===== config.mk =====
export PLATFORM = sky130hd
export DESIGN_NAME = universal_register_n_flat
export DESIGN_NICKNAME = d
export VERILOG_FILES = /design/src/rtl/universal_register_n_if.sv /design/src/rtl/universal_register_n.sv /design/src/flat_wrapper.sv
export SDC_FILE = /design/constraint.sdc
export NUM_CORES = 1
export LEC_CHECK = 0
export ABC_AREA = 1
export BUFFER_PORTS_ARGS = -buffer_cell sky130_fd_sc_hd__buf_2
export CORE_MARGIN = 1.5
export CORE_UTILIZATION = 45
export CTS_BUF_LIST = sky130_fd_sc_hd__clkbuf_8
export CTS_CLUSTER_SIZE = 16
export DETAILED_ROUTE_END_ITERATION = 8
export PLACE_DENSITY = 0.71
export SYNTH_ARGS = -nofsm -noshare
export SYNTH_HDL_FRONTEND = slang
export SYNTH_SLANG_ARGS = --single-unit

===== constraint.sdc =====
create_clock -name clk -period 2.2 [get_ports clk]
set_input_delay 0.22 -clock clk [delete_from_list [all_inputs] [get_ports clk]]
set_output_delay 0.22 -clock clk [all_outputs]
set_load 0.02 [all_outputs]

===== src/rtl/universal_register_n_if.sv =====
// Command/status bundle for universal_register_n.
// Optional parity signal present when UREG_PARITY_EN is defined.
interface universal_register_n_if #(
    parameter int WIDTH = 8,
    parameter int AMT_W = 3
);
    logic             cl;
    logic             ld;
    logic [WIDTH-1:0] in;
    logic             inc;
    logic             dec;
    logic             sr;
    logic             sl;
    logic             ir;
    logic             il;
    logic             rot;
    logic [AMT_W-1:0] amt;
    logic [WIDTH-1:0] out;
    logic             busy;
    logic             carry;
    logic             zero;
`ifdef UREG_PARITY_EN
    logic             parity;

    modport master (
        output cl, ld, in, inc, dec, sr, sl, ir, il, rot, amt,
        input  out, busy, carry, zero, parity
    );
    modport slave (
        input  cl, ld, in, inc, dec, sr, sl, ir, il, rot, amt,
        output out, busy, carry, zero, parity
    );
`else
    modport master (
        output cl, ld, in, inc, dec, sr, sl, ir, il, rot, amt,
        input  out, busy, carry, zero
    );
    modport slave (
        input  cl, ld, in, inc, dec, sr, sl, ir, il, rot, amt,
        output out, busy, carry, zero
    );
`endif
endinterface


===== src/rtl/universal_register_n.sv =====
// WIDTH-bit clear/load/inc/dec/shift/rotate register with multi-cycle shifts.
// Define UREG_PARITY_EN to add a registered parity output.
module universal_register_n #(
    parameter int WIDTH = 8,
    parameter int SAT   = 0,
    parameter int AMT_W = 3
) (
    input  logic                  clk,
    input  logic                  rst_n,
    universal_register_n_if.slave bus
);

    typedef enum logic {
        IDLE,
        SHIFT
    } state_t;

    localparam logic [WIDTH-1:0] ONES = '1;

    state_t           state_q, state_d;
    logic [WIDTH-1:0] out_q, out_d;
    logic             carry_q, carry_d;
    logic [AMT_W-1:0] cnt_q, cnt_d;
    logic             dir_q, dir_d;
    logic             rot_q, rot_d;
    logic             fill_q, fill_d;

    logic [AMT_W-1:0] amt_eff;
    logic [WIDTH:0]   sum;
    logic [WIDTH:0]   diff;
    logic [WIDTH:0]   cont_res;
    logic [WIDTH:0]   new_res;

    // Returns {bit shifted out, shifted value}; left=1 shifts toward MSB.
    function automatic logic [WIDTH:0] shift_step(
        input logic [WIDTH-1:0] v,
        input logic             left,
        input logic             r,
        input logic             f
    );
        logic fb;
        if (left) begin
            fb = r ? v[WIDTH-1] : f;
            return {v[WIDTH-1], v[WIDTH-2:0], fb};
        end else begin
            fb = r ? v[0] : f;
            return {v[0], fb, v[WIDTH-1:1]};
        end
    endfunction

    always_comb begin
        state_d = state_q;
        out_d   = out_q;
        carry_d = carry_q;
        cnt_d   = cnt_q;
        dir_d   = dir_q;
        rot_d   = rot_q;
        fill_d  = fill_q;

        amt_eff  = (bus.amt == '0) ? AMT_W'(1) : bus.amt;
        sum      = {1'b0, out_q} + (WIDTH+1)'(1);
        diff     = {1'b0, out_q} - (WIDTH+1)'(1);
        cont_res = shift_step(out_q, dir_q, rot_q, fill_q);
        new_res  = shift_step(out_q, ~bus.sr, bus.rot,
                              bus.sr ? bus.ir : bus.il);

        case (state_q)
            IDLE: begin
                if (bus.cl) begin
                    out_d   = '0;
                    carry_d = 1'b0;
                end else if (bus.ld) begin
                    out_d = bus.in;
                end else if (bus.inc) begin
                    if (SAT != 0 && out_q == ONES) begin
                        carry_d = 1'b1;
                    end else begin
                        {carry_d, out_d} = sum;
                    end
                end else if (bus.dec) begin
                    if (SAT != 0 && out_q == '0) begin
                        carry_d = 1'b1;
                    end else begin
                        {carry_d, out_d} = diff;
                    end
                end else if (bus.sr || bus.sl) begin
                    {carry_d, out_d} = new_res;
                    if (amt_eff > AMT_W'(1)) begin
                        state_d = SHIFT;
                        cnt_d   = amt_eff - AMT_W'(1);
                        dir_d   = ~bus.sr;
                        rot_d   = bus.rot;
                        fill_d  = bus.sr ? bus.ir : bus.il;
                    end
                end
            end
            SHIFT: begin
                // Only clear can interrupt a shift in flight.
                if (bus.cl) begin
                    out_d   = '0;
                    carry_d = 1'b0;
                    cnt_d   = '0;
                    state_d = IDLE;
                end else begin
                    {carry_d, out_d} = cont_res;
                    cnt_d = cnt_q - AMT_W'(1);
                    if (cnt_q == AMT_W'(1)) begin
                        state_d = IDLE;
                    end
                end
            end
            default: state_d = IDLE;
        endcase
    end

    always_ff @(posedge clk or negedge rst_n) begin
        if (!rst_n) begin
            state_q <= IDLE;
            out_q   <= '0;
            carry_q <= 1'b0;
            cnt_q   <= '0;
            dir_q   <= 1'b0;
            rot_q   <= 1'b0;
            fill_q  <= 1'b0;
        end else begin
            state_q <= state_d;
            out_q   <= out_d;
            carry_q <= carry_d;
            cnt_q   <= cnt_d;
            dir_q   <= dir_d;
            rot_q   <= rot_d;
            fill_q  <= fill_d;
        end
    end

`ifdef UREG_PARITY_EN
    logic par_q;

    always_ff @(posedge clk or negedge rst_n) begin
        if (!rst_n) begin
            par_q <= 1'b0;
        end else begin
            par_q <= ^out_d;
        end
    end

    assign bus.parity = par_q;
`endif

    assign bus.out   = out_q;
    assign bus.busy  = (state_q == SHIFT);
    assign bus.carry = carry_q;
    assign bus.zero  = (out_q == '0);

endmodule


===== src/flat_wrapper.sv =====
// flat-port wrapper written by rule: the top's interface ports become plain ports
module universal_register_n_flat 
#(
    parameter int WIDTH = 8,
    parameter int SAT   = 0,
    parameter int AMT_W = 3
)
  (clk, rst_n, bus_cl, bus_ld, bus_in, bus_inc, bus_dec, bus_sr, bus_sl, bus_ir, bus_il, bus_rot, bus_amt, bus_out, bus_busy, bus_carry, bus_zero);
  universal_register_n_if #(.WIDTH(WIDTH), .AMT_W(AMT_W)) bus_i ();
  input  logic clk;
  input  logic rst_n;
  input wire logic [$bits(bus_i.cl)-1:0] bus_cl;
  input wire logic [$bits(bus_i.ld)-1:0] bus_ld;
  input wire logic [$bits(bus_i.in)-1:0] bus_in;
  input wire logic [$bits(bus_i.inc)-1:0] bus_inc;
  input wire logic [$bits(bus_i.dec)-1:0] bus_dec;
  input wire logic [$bits(bus_i.sr)-1:0] bus_sr;
  input wire logic [$bits(bus_i.sl)-1:0] bus_sl;
  input wire logic [$bits(bus_i.ir)-1:0] bus_ir;
  input wire logic [$bits(bus_i.il)-1:0] bus_il;
  input wire logic [$bits(bus_i.rot)-1:0] bus_rot;
  input wire logic [$bits(bus_i.amt)-1:0] bus_amt;
  output wire logic [$bits(bus_i.out)-1:0] bus_out;
  output wire logic [$bits(bus_i.busy)-1:0] bus_busy;
  output wire logic [$bits(bus_i.carry)-1:0] bus_carry;
  output wire logic [$bits(bus_i.zero)-1:0] bus_zero;
  assign bus_i.cl = bus_cl;
  assign bus_i.ld = bus_ld;
  assign bus_i.in = bus_in;
  assign bus_i.inc = bus_inc;
  assign bus_i.dec = bus_dec;
  assign bus_i.sr = bus_sr;
  assign bus_i.sl = bus_sl;
  assign bus_i.ir = bus_ir;
  assign bus_i.il = bus_il;
  assign bus_i.rot = bus_rot;
  assign bus_i.amt = bus_amt;
  assign bus_out = bus_i.out;
  assign bus_busy = bus_i.busy;
  assign bus_carry = bus_i.carry;
  assign bus_zero = bus_i.zero;
  universal_register_n #(.WIDTH(WIDTH), .SAT(SAT), .AMT_W(AMT_W)) u_core (.clk(clk), .rst_n(rst_n), .bus(bus_i));
endmodule

# Word level (Yosys, flattened, before mapping)
# Cells that the tools add are included.
# classes
add_sub_neg,4
n_mul,0
n_div,0
order_cmp,1
eq_ne,10
shift,0
mux,39
bitwise,6
reduce_logical,6
# op_table
op,count
two-way mux 8 bit,6
two-way mux 3 bit,8
two-way mux 1 bit,19
two-way mux 9 bit,2
case mux 8 bit (2 select lines),1
adder 8 x 1 -> 9 bit (second input constant),1
subtractor 8 x 1 -> 9 bit (second input constant),1
zero test 8 bit,1
inequality test 2 bit (second input constant),4
AND reduction 7 bit,1
inequality test 6 x 5 -> 1 bit (second input constant),1
NOT 1 bit,6
case mux 3 bit (2 select lines),1
AND reduction 6 bit,1
subtractor 3 x 1 -> 3 bit (second input constant),2
inequality test 5 x 4 -> 1 bit (second input constant),1
inequality test 2 x 1 -> 1 bit (second input constant),2
case mux 1 bit (2 select lines),2
== test 3 x 1 -> 1 bit (second input constant),1
greater-than comparator 3 x 1 -> 1 bit (second input constant),1
zero test 3 bit,1
inequality test 3 bit (second input constant),1
AND reduction 2 bit,1
logical OR 1 bit,1
# word_totals
register_bits,16
latchBits,0
mem_bits_rw,0
romBits,0
in_bits,22
out_inout_bits,11
word_cells,73
memories,0

# Depth between registers and ports, before layout
# Gate-level depths: netlist of the first run.
# logic_depth
depth_word,10
mapped_depth,11
depth_no_buf,11

# Worst setup path after synthesis of the first run
# Ideal clock, no wire load.
# synth_path
path_type,reg-to-reg
from,"reg u_core.out_q[0], in the netlist u_core.bus.out[0]"
to,"reg u_core.out_q[4], in the netlist u_core.bus.out[4]"
setup_time_ns,0.077
arrival_time_ns,1.497
path_slack_ns,0.626
path_stages_with_launch,10
n_path_buf,0
cell_sequence,dfrtp_1 > inv_1 > ha_1 > nand2_1 > nor2_1 > o21ai_0 > o22ai_1 > nand2_1 > nand2_1 > a21oi_1
# synth_via
elab_chain_len,6
# synth_lines
element,line_no,rtl
from (decl),universal_register_n.sv:21,"logic [WIDTH-1:0] out_q, out_d;"
from (signal assigned),universal_register_n.sv:127,out_q <= out_d;
subtractor 8 x 1 -> 9 bit,universal_register_n.sv:62,"diff = {1'b0, out_q} - (WIDTH+1)'(1);"
two-way mux 8 bit,universal_register_n.sv:80,end else if (bus.dec) begin
two-way mux 8 bit (*),universal_register_n.sv:74,end else if (bus.inc) begin
two-way mux 8 bit (*),universal_register_n.sv:72,end else if (bus.ld) begin
two-way mux 8 bit (*),universal_register_n.sv:69,if (bus.cl) begin
case mux 8 bit (2 select lines) (*),universal_register_n.sv:67,case (state_q)
# Every way passes the cells marked *; elsewhere a longest branch is shown, timed or not.
# A chain may end at the register's enable or synchronous reset.

# Final worst setup path of the first run
# layout_path
from,"reg u_core.out_q[0], in the netlist u_core.bus.out[0]"
to,out bus_zero
# layout_via
elab_chain_len,1
# layout_lines
element,line_no,rtl
zero test 8 bit,universal_register_n.sv:153,assign bus.zero = (out_q == '0);
to (decl),flat_wrapper.sv:26,output wire logic [$bits(bus_i.zero)-1:0] bus_zero;
# Every way passes these cells.

==> results of run 1 <==
power by group:
group / leakage [nW] / internal (W) / total, W / switching (W)
logic: 0.695 / 0.000147 / 0.000412 / 0.000264
registers: 0.205 / 0.000344 / 0.000424 / 0.0000801
clock network: 0.0288 / 0.000159 / 0.000272 / 0.000113
total: 0.928 / 0.000651 / 0.00111 / 0.000457
flip-flops by register name, summed over array words and instances, names as in the netlist:
register	cells
u_core.dir_q	1
u_core.fill_q	1
u_core.rot_q	1
u_core.bus.carry	1
u_core.bus.busy	1
u_core.cnt_q	3
u_core.bus.out	8
cell type report:
class	instances	area [µm²]	share of cell area, %
Timing Repair Buffer	33	170	9.21
Sequential cell	16	400	21.7
Clock buffer	4	55.1	2.98
Inverter	30	118	6.36
Tap cell	46	57.6	3.11
Multi-Input combinational cell	200	1050	56.7
cells in the final DEF, fill, tap and decap left out, types with 2 or more instances in the layout:
cell type,synthesis,layout
inv_1,19,19
o211ai_1,2,2
o21ai_0,19,19
ha_1,5,5
inv_2,9,9
nor3_1,4,4
nand3_1,18,18
inv_4,2,2
nor2_1,26,26
a21oi_2,3,3
nor2_8,2,2
o221ai_1,2,2
a21oi_1,25,25
clkbuf_8,0,4
buf_2,6,32
o22ai_1,3,3
a31oi_1,3,3
o21ai_1,9,9
nand2_1,61,61
a211oi_1,4,4
dfrtp_1,16,16
nor2_4,2,2
nor2_2,2,2
worst min-delay path: cells and delay by family:
kind	cells	cell delay (ns)
compound gates	1	0.06
simple gates	1	0.05
buf+inv	1	0.11
metal layers:
layer,global-route usage (%),wire (µm),up-vias
li1,-,-,907
met1,35.7,2170,812
met2,38.7,2020,63
met3,2.52,272,11
met4,10.3,122,0
met5,0,0,-
through the flow:
step,instances,setup WS [ns],utilization [%],area (µm²),hold WS (ns)
final,329,0.502,54.5,1850,0.223
after global routing,329,0.305,54.5,1850,0.269
after CTS,329,0.519,54.5,1850,0.222
after detailed placement,324,0.578,52.6,1780,0.163
after global placement,324,0.631,52.6,1780,0.167
after floorplan,255,0.626,-,1610,-0.0756
how the worst max path moves through the flow:
stage / startpoint / to / slack, ns / cells past startpoint
global route: u_core.bus.out[0] / u_core.bus.out[4] / 0.31 / 9
global placement: u_core.bus.out[0] / u_core.bus.out[4] / 0.63 / 9
detailed placement: u_core.bus.out[0] / u_core.bus.out[4] / 0.58 / 9
finish: u_core.bus.out[0] / bus_zero / 0.50 / 5
floorplan: u_core.bus.out[0] / u_core.bus.out[4] / 0.63 / 9
CTS: u_core.bus.out[0] / bus_zero / 0.52 / 5
cells by family after synthesis:
kind of cell	after synthesis	share of synthesized area, %
adders and majority gates	5	3.89
xor gates and xnor gates	2	1.09
buffers and inverters	39	10.1
AOI/OAI and AO/OA	72	25.4
DFF	16	24.9
and+or+nand+nor	121	34.7
==> key figures, run 1 <==
Setup path
  • Setup CP Type: reg2out
  • Worst Path Required: 1.98 ns
  • Critical Path, Cell by Cell: inv_1 > ha_1 > nand2_1 > nor2_1 > buf_2
  • Reg-to-Reg End: u_core.bus.out[4]
  • Crit. End Element: output port
  • Crit path launch type: flip-flop
  • Reg2Reg Depth: 9
  • Critical Path Fanout Max: 8
  • Slowest cell on the critical path: dfrtp_1
  • Worst Path Buf+Inv: 2
  • Crit path largest cell delay: 0.47 ns
  • Reg-to-reg startpoint: u_core.bus.out[0]
  • FF-to-FF setup slack: 0.54 ns
  • Arr. time, crit path: 1.48 ns
  • Crit path max-delay family: flip-flops

Route
  • Drt first pass iters: 4
  • Drt initial violations: 122
  • # DRC: 0
  • Remaining antenna violation count after routing: 0
  • DR vias: 1793
  • Via-to-Cell Ratio: 5.45
  • Wire length per cell: 13.9 µm
  • Total Wirelength: 4590 µm

Die
  • Die W: 62.8 µm
  • IO Count: 33
  • Die area: 3950 µm²
  • Num rows: 21
  • Starting Density: 47.5%
  • Core ar.: 3390 µm²
  • Die Y: 62.8 µm

Logic synthesis
  • FFs w/ async S/R, synth: 100%
  • List of most frequent post-synthesis cells: nand2_1, nor2_1, a21oi_1
  • Number of synthesized flops with an enable pin: 0
  • Yosys warnings: 0
  • Post-synthesis sequential area ratio: 24.9%
  • Top-count cell post-synth: nand2_1
  • Cell taking the most area after synthesis: dfrtp_1
  • Syn_area_per_cell: 6.31 µm²
  • Largest cells by area after synthesis: dfrtp_1, nand2_1, a21oi_1
  • Prevailing post-synth register cell: dfrtp_1
  • Syn Inst Count: 255
  • #FFs+latches synth: 16
  • Yosys cell types: 34
  • Mapped Area: 1610 µm²
  • Synthesized Nets: 282
  • Top-area cell type share of the netlist area: 24.9%

Timing
  • Sum Neg Setup Slack: 0 ns
  • Max Clk Rate: 589 MHz
  • Period utilization: 77.2%
  • Slew @ Worst Pin: 0.414 ns
  • Min Tclk post-route: 1.70 ns
  • Final-report max-slew violation count: 0
  • Final setup viols: 0
  • RSZ-0062 raised after global routing: false
  • Clock Skews: 0.00214 ns
  • Rel. slew slack: 72.4%
  • Endpoints failing hold: 0

Clocking
  • H-tree depth: 1
  • Max Buffers Root-to-Sink: 2
  • Post_cts resized: 0
  • Total CTS buffers: 3
  • Worst-skew pair later-pin latency: 0.25 ns
  • CTS Sinks: 16
  • Number of hold buffers added after CTS: 1
  • Clock slew at reported path FFs: 0.07 ns
  • Post-CTS setup buffer count: 0
  • CTS tree: built
  • Root Buffer: clkbuf_8

Global route
  • Vias in the first global route: 1664
  • Remaining global-route overflow: 0
  • Largest net degree at the start of global routing: 17
  • Initial antenna violation count: 0
  • Global-route wire length before repair: 7950 µm
  • All-layer global routing usage: 25.0%

Pwr
  • Design Power: 0.00111 W
  • Worst VDD drop: 0.000464 V
  • P_leak: 0.928 nW
  • Pwr dens: 600 nW/µm²

Place
  • PortBufs: 32
  • GP Congestion: 0.921
  • HPWL after DPL: 3410 µm

Finish
  • Layout cell share with drive strength beyond 1: 20.8%
  • Final nets: 311
  • # diodes: 0
  • Fillcell total: 355
  • Synth-to-Final Area Change: 14.8%

Run status
  • Outcome: finished, final reports clean

Min path
  • Hold path endpoint: u_core.rot_q
  • Hold Startpoint: bus_rot
  • Worst min path class: in2reg
  • WHS Path Cells: 3

Job
  • Max Cap Viol: 0
Power figures use the tool's default switching activity.
==> inputs of run 2 (changes only) <==
- PLACE_DENSITY: 0.71 -> 0.73
- clock period: 2.2 -> 1.52 ns (I/O delays scaled with it)
==> run 2 against run 1 <==
  * Utilization grew 6.1 points
  * Cell count grew 5.8%
  * Sequential share of layout area shrank 1.8 points
  * Wire length grew 5.2%
  * Global-route usage shrank 0.42 points
  * Critical endpoint is now u_core.bus.out[4]
  * Count of clock-buffer cells in the layout is the same
  * Largest cell class unchanged
  * Non-clock buffer count grew 19
  * Worst hold slack lost 0.049 ns
  * Power grew 56%
  * Flip-flop and latch count is the same
  * First-iteration DRC count grew 73%
==> key figures, run 2 (synthesis results as in run 1) <==
Finish
  • Number of flip-flops in the largest register: 8 (unchanged)
  • Post-route cell area: 2060 µm² (was 1850 µm²)
  • Area occupied by multi-input gates: 1090 µm² (was 1050 µm²)
  • Register area: 408 µm² (was 400 µm²)
  • Synth-to-Final Area Change: 27.7% (was 14.8%)
  • Layout cell share with drive strength beyond 1: 31.8% (was 20.8%)
  • Commonest non-fill, non-tap cell in the layout: nand2_1 (unchanged)
  • Fillcell total: 331 (was 355)
  • Highest-count cells in the layout ignoring fill and taps: nand2_1, buf_2, a21oi_1 (was nand2_1, buf_2, nor2_1)
  • # diodes: 0 (unchanged)
  • Final nets: 330 (was 311)

Setup path
  • Worst Path Required: 1.66 ns (was 1.98 ns)
  • Setup CP Type: reg2reg (was reg2out)
  • Arr. time, crit path: 1.61 ns (was 1.48 ns)
  • Critical Path Fanout Max: 10 (was 8)
  • Crit. End Element: flip-flop (was output port)
  • Crit path launch type: flip-flop (unchanged)
  • Reg2Reg Depth: 8 (was 9)
  • FF-to-FF setup slack: 0.05 ns (was 0.54 ns)

Timing
  • Max Clk Rate: 682 MHz
  • RSZ-0062 raised after global routing: true (was false)
  • Rel. slew slack: 73.0% (was 72.4%)
  • Slew @ Worst Pin: 0.405 ns (was 0.414 ns)
  • Final-report max-slew violation count: 0 (unchanged)
  • Final Worst Setup Slack: 0.0546 ns (was 0.502 ns)
  • Clock Skews: 0.00540 ns (was 0.00214 ns)
  • Min Tclk post-route: 1.47 ns
  • Final setup viols: 0 (unchanged)
  • Endpoints failing hold: 0 (unchanged)
  • Period utilization: 96.4%

Global route
  • Largest net degree at the start of global routing: 17 (unchanged)
  • Remaining global-route overflow: 0 (unchanged)
  • Met2 usage: 36.7% (was 38.7%)
  • Global-route wire length before repair: 7740 µm (was 7950 µm)
  • Top Usage Layer GRT: met2 (unchanged)
  • Met1 usage: 35.5% (was 35.7%)
  • Initial antenna violation count: 0 (unchanged)
  • Vias in the first global route: 1630 (was 1664)
  • All-layer global routing usage: 24.6% (was 25.0%)
  • M3 GR Usage: 4.14% (was 2.52%)

Route
  • Drt initial violations: 211 (was 122)
  • Wire length per cell: 13.9 µm (about the same)
  • Total Wirelength: 4830 µm (was 4590 µm)
  • Via-to-Cell Ratio: 5.47 (was 5.45)
  • Drt first pass iters: 6 (was 4)
  • Remaining antenna violation count after routing: 0 (unchanged)
  • # DRC: 0 (unchanged)
  • DR vias: 1902 (was 1793)

Clocking
  • CTS Sinks: 16 (unchanged)
  • Worst-skew pair later-pin latency: 0.26 ns (was 0.25 ns)
  • Total CTS buffers: 3 (unchanged)
  • H-tree depth: 1 (unchanged)
  • Clock slew at reported path FFs: 0.07 ns (about the same)
  • Max Buffers Root-to-Sink: 2 (unchanged)
  • CTS tree: built (unchanged)
  • Root Buffer: clkbuf_8 (unchanged)

Place
  • GP Congestion: 0.992 (was 0.921)
  • PortBufs: 32 (unchanged)
  • Pre-CTS setup slack: 0.0199 ns (was 0.578 ns)
  • Placed Area: 1870 µm² (was 1780 µm²)
  • HPWL after DPL: 3510 µm (was 3410 µm)

Die
  • IO Count: 33 (unchanged)
  • Die W: 62.8 µm (unchanged)
  • Starting Density: 47.5% (unchanged)
  • Die Y: 62.8 µm (unchanged)
  • Core ar.: 3390 µm² (unchanged)
  • Die area: 3950 µm² (unchanged)
  • Num rows: 21 (unchanged)

Job
  • Max Cap Viol: 0 (unchanged)

Pwr
  • Pwr dens: 840 nW/µm² (was 600 nW/µm²)
  • P_leak: 1.02 nW (was 0.928 nW)
  • Worst VDD drop: 0.000487 V (was 0.000464 V)

Min path
  • WHS Path Cells: 3 (unchanged)
  • Worst min path class: in2reg (unchanged)

Run status
  • Outcome: finished, final reports clean (unchanged)
-- run 2: critical path: stages, from the launching register on --
cell,delay (ns)
dfrtp_2,0.50
inv_1,0.20
nand2_1,0.13
nor2_2,0.13
o21ai_0,0.09
o22ai_1,0.12
nand2_1,0.06
nand2_1,0.05
a21oi_1,0.05
-- run 2: cell type report --
| cell class | instances | share of cell area (%) |
|---|---|---|
| Timing Repair Buffer | 52 | 15.8 |
| Tap cell | 46 | 2.80 |
| Multi-Input combinational cell | 200 | 53.0 |
| Inverter | 30 | 5.84 |
| Clock buffer | 4 | 2.68 |
| Sequential cell | 16 | 19.8 |
-- run 2: metal layers --
metal	up-vias	share of wire (%)
met3	12	7.9
met2	94	44
li1	949	-
met4	0	1.9
met5	-	0
met1	847	46
-- run 2: worst paths after layout --
path / startpoint / endpoint
min: bus_rot / u_core.rot_q
min in group asynchronous: rst_n / u_core.dir_q
min reg2reg: u_core.bus.carry / u_core.bus.carry
max: u_core.bus.out[2] / u_core.bus.out[4]
max in group asynchronous: rst_n / u_core.bus.out[1]
max reg2reg: u_core.bus.out[2] / u_core.bus.out[4]
-- run 2: what timing repair did --
item / in CTS / in global routing
hold buffers: 1 / 0
hold endpoints to repair: 16 / 0
buffers inserted: 0 / 8
endpoints found under the setup margin: 0 / 8
gates resized for setup: 0 / 23
-- run 2: power by group --
group          leakage (nW)  internal [W]  switching [W]  total, W
logic                 0.790      0.000285       0.000454  0.000739
clock network        0.0288      0.000231       0.000170  0.000401
registers             0.197      0.000503      0.0000833  0.000586
-- run 2: metrics by stage --
step                      cells  TNS, ns  total power [W]  utilization [%]  hold WS [ns]
final                       348        0          0.00173             60.6         0.174
after global routing        348  -0.0520          0.00184             60.6         0.200
after CTS                   340        0          0.00166             57.0         0.168
after detailed placement    335        0          0.00125             55.1         0.103
after global placement      335        0          0.00125             55.1        0.0990
after floorplan             255        0          0.00103                -        -0.144
==> inputs of run 3 (changes only) <==
- RECOVER_POWER: default -> 100
==> run 3 against run 2 <==
  * Count of clock-buffer cells in the layout unchanged
  * Combinational power about the same
  * Sequential share of layout area increased by 0.11 points
  * Power decreased by 0.20%
  * Flip-flop and latch count unchanged
  * Final area decreased by 0.55%
  * Clock skew about the same
==> key figures, run 3 (synthesis results as in run 1) <==
Run status
  • Outcome: finished, final reports clean (unchanged)

Pwr
  • Comb pwr share: 42.8% (about the same)
  • Switching share of total power: 40.9% (was 41.0%)
  • Worst VDD drop: 0.000487 V (about the same)
  • Clk network pwr share: 23.2% (about the same)
  • P_leak: 1.00 nW (was 1.02 nW)
  • Cell internal pwr: 0.00102 W (about the same)
  • Pwr dens: 843 nW/µm² (was 840 nW/µm²)
  • Sequential power share: 34.0% (about the same)
  • Psw: 0.000705 W (was 0.000707 W)

Timing
  • RSZ-0062 raised after global routing: true (unchanged)
  • Period utilization: 97.0% (was 96.4%)
  • Slew @ Worst Pin: 0.973 ns (was 0.405 ns)
  • Worst hold slack: 0.174 ns (about the same)
  • Endpoints failing hold: 0 (unchanged)
  • Final-report max-slew violation count: 0 (unchanged)
  • Sum Neg Setup Slack: 0 ns (unchanged)
  • Rel. slew slack: 35.1% (was 73.0%)
  • Clock Skews: 0.00578 ns (was 0.00540 ns)
  • Max Clk Rate: 678 MHz (was 682 MHz)
  • Min Tclk post-route: 1.47 ns (about the same)
  • Final setup viols: 0 (unchanged)

Route
  • DR vias: 1904 (was 1902)
  • Drt first pass iters: 5 (was 6)
  • # DRC: 0 (unchanged)
  • Wire length per cell: 13.9 µm (about the same)
  • Drt initial violations: 172 (was 211)
  • Remaining antenna violation count after routing: 0 (unchanged)
  • Via-to-Cell Ratio: 5.47 (about the same)
  • Total Wirelength: 4840 µm (was 4830 µm)

Die
  • Num rows: 21 (unchanged)
  • Core ar.: 3390 µm² (unchanged)
  • IO Count: 33 (unchanged)
  • Die Y: 62.8 µm (unchanged)
  • Die W: 62.8 µm (unchanged)
  • Starting Density: 47.5% (unchanged)
  • Die area: 3950 µm² (unchanged)

Setup path
  • Crit. End Element: flip-flop (unchanged)
  • Critical Path, Cell by Cell: inv_1 > nand2_1 > nor2_2 > o21ai_0 > o22ai_1 > nand2_1 > nand2_1 > a21oi_1 (unchanged)
  • Critical Path Fanout Max: 10 (unchanged)
  • Crit path launch type: flip-flop (unchanged)
  • Worst Path Required: 1.66 ns (about the same)
  • Arr. time, crit path: 1.61 ns (about the same)
  • Slowest cell on the critical path: dfrtp_2 (unchanged)
  • Setup CP Type: reg2reg (unchanged)
  • Crit path largest cell delay: 0.50 ns (about the same)
  • CP most frequent cell: nand2_1 (unchanged)

Global route
  • All-layer global routing usage: 24.6% (unchanged)
  • Initial antenna violation count: 0 (unchanged)
  • Remaining global-route overflow: 0 (unchanged)
  • Global-route wire length before repair: 7740 µm (unchanged)
  • Vias in the first global route: 1630 (unchanged)
  • Largest net degree at the start of global routing: 17 (unchanged)

Job
  • Max Cap Viol: 0 (unchanged)

Clocking
  • Max Buffers Root-to-Sink: 2 (unchanged)
  • Clock slew at reported path FFs: 0.07 ns (about the same)
  • Total CTS buffers: 3 (unchanged)
  • CTS Sinks: 16 (unchanged)
  • Worst-skew pair later-pin latency: 0.26 ns (about the same)
  • CTS tree: built (unchanged)
  • Root Buffer: clkbuf_8 (unchanged)
  • H-tree depth: 1 (unchanged)

Finish
  • # diodes: 0 (unchanged)
  • Commonest non-fill, non-tap cell in the layout: nand2_1 (unchanged)
  • Fillcell total: 333 (was 331)
  • Layout cell share with drive strength beyond 1: 30.5% (was 31.8%)
  • Synth-to-Final Area Change: 27.0% (was 27.7%)
  • Number of flip-flops in the largest register: 8 (unchanged)
  • Final nets: 330 (unchanged)
  • Highest-count cells in the layout ignoring fill and taps: nand2_1, buf_2, a21oi_1 (unchanged)

Place
  • PortBufs: 32 (unchanged)
  • GP Congestion: 0.992 (unchanged)
  • HPWL after DPL: 3510 µm (unchanged)

Min path
  • Worst min path class: in2reg (unchanged)
run 3: final timing paths:
kind                                    from                 to  slack, ns  cells after the start
setup reg to reg           u_core.bus.out[2]  u_core.bus.out[4]       0.05                      8
hold reg to reg             u_core.bus.carry   u_core.bus.carry       0.50                      2
max in group asynchronous              rst_n  u_core.bus.out[1]       0.31                      2
setup / recovery           u_core.bus.out[2]  u_core.bus.out[4]       0.05                      8
hold / removal                       bus_rot       u_core.rot_q       0.17                      3
min in group asynchronous              rst_n       u_core.dir_q       0.56                      2
run 3: what timing repair did:
item / in CTS / in global routing
endpoints found under the setup margin: 0 / 8
buffers inserted: 0 / 8
resized for setup: 0 / 23
hold buffers: 1 / 0
endpoints found under the hold margin: 16 / 0
run 3: final cells by class:
cell class / instances / area (µm²) / area share [%]
multi-input cells: 200 / 1080 / 52.9
flip-flops and latches: 16 / 408 / 20.0
repair buffers: 52 / 322 / 15.7
well taps: 46 / 57.6 / 2.82
clock buffers: 4 / 55.1 / 2.69
inverters: 30 / 120 / 5.88
run 3: per-layer routing:
| metal | vias up | global-route usage, % | routed length (µm) |
|---|---|---|---|
| li1 | 947 | - | - |
| met1 | 847 | 35.5 | 2220 |
| met2 | 92 | 36.7 | 2130 |
| met3 | 18 | 4.14 | 380 |
| met4 | 0 | 9.44 | 112 |
| met5 | - | 0 | 0 |
run 3: worst max-delay path, delay by kind of cell, from the launching register on:
kind                   cells  cell delay, ns
AO/OA/AOI/OAI              3            0.26
flip-flops                 1            0.50
AND/OR/NAND/NOR            4            0.38
buffers and inverters      1            0.20
run 3: stage by stage:
| step | setup WS [ns] | cell area, µm² | cells | util, % | power (W) |
|---|---|---|---|---|---|
| after floorplan | 0.0196 | 1610 | 255 | - | 0.00103 |
| after global placement | 0.0575 | 1870 | 335 | 55.1 | 0.00125 |
| after detailed placement | 0.0199 | 1870 | 335 | 55.1 | 0.00125 |
| after CTS | 0.00589 | 1930 | 340 | 57.0 | 0.00166 |
| after global routing | -0.0294 | 2040 | 348 | 60.3 | 0.00184 |
| final | 0.0452 | 2040 | 348 | 60.3 | 0.00172 |
run 3: power groups by stage:
stage	clock [W]	combinational [W]	sequential, W
after floorplan	0	0.000444	0.000589
after global placement	0	0.000665	0.000586
after detailed placement	0	0.000666	0.000589
after CTS	0.000403	0.000672	0.000581
after global routing	0.000423	0.000820	0.000598
final	0.000400	0.000737	0.000586
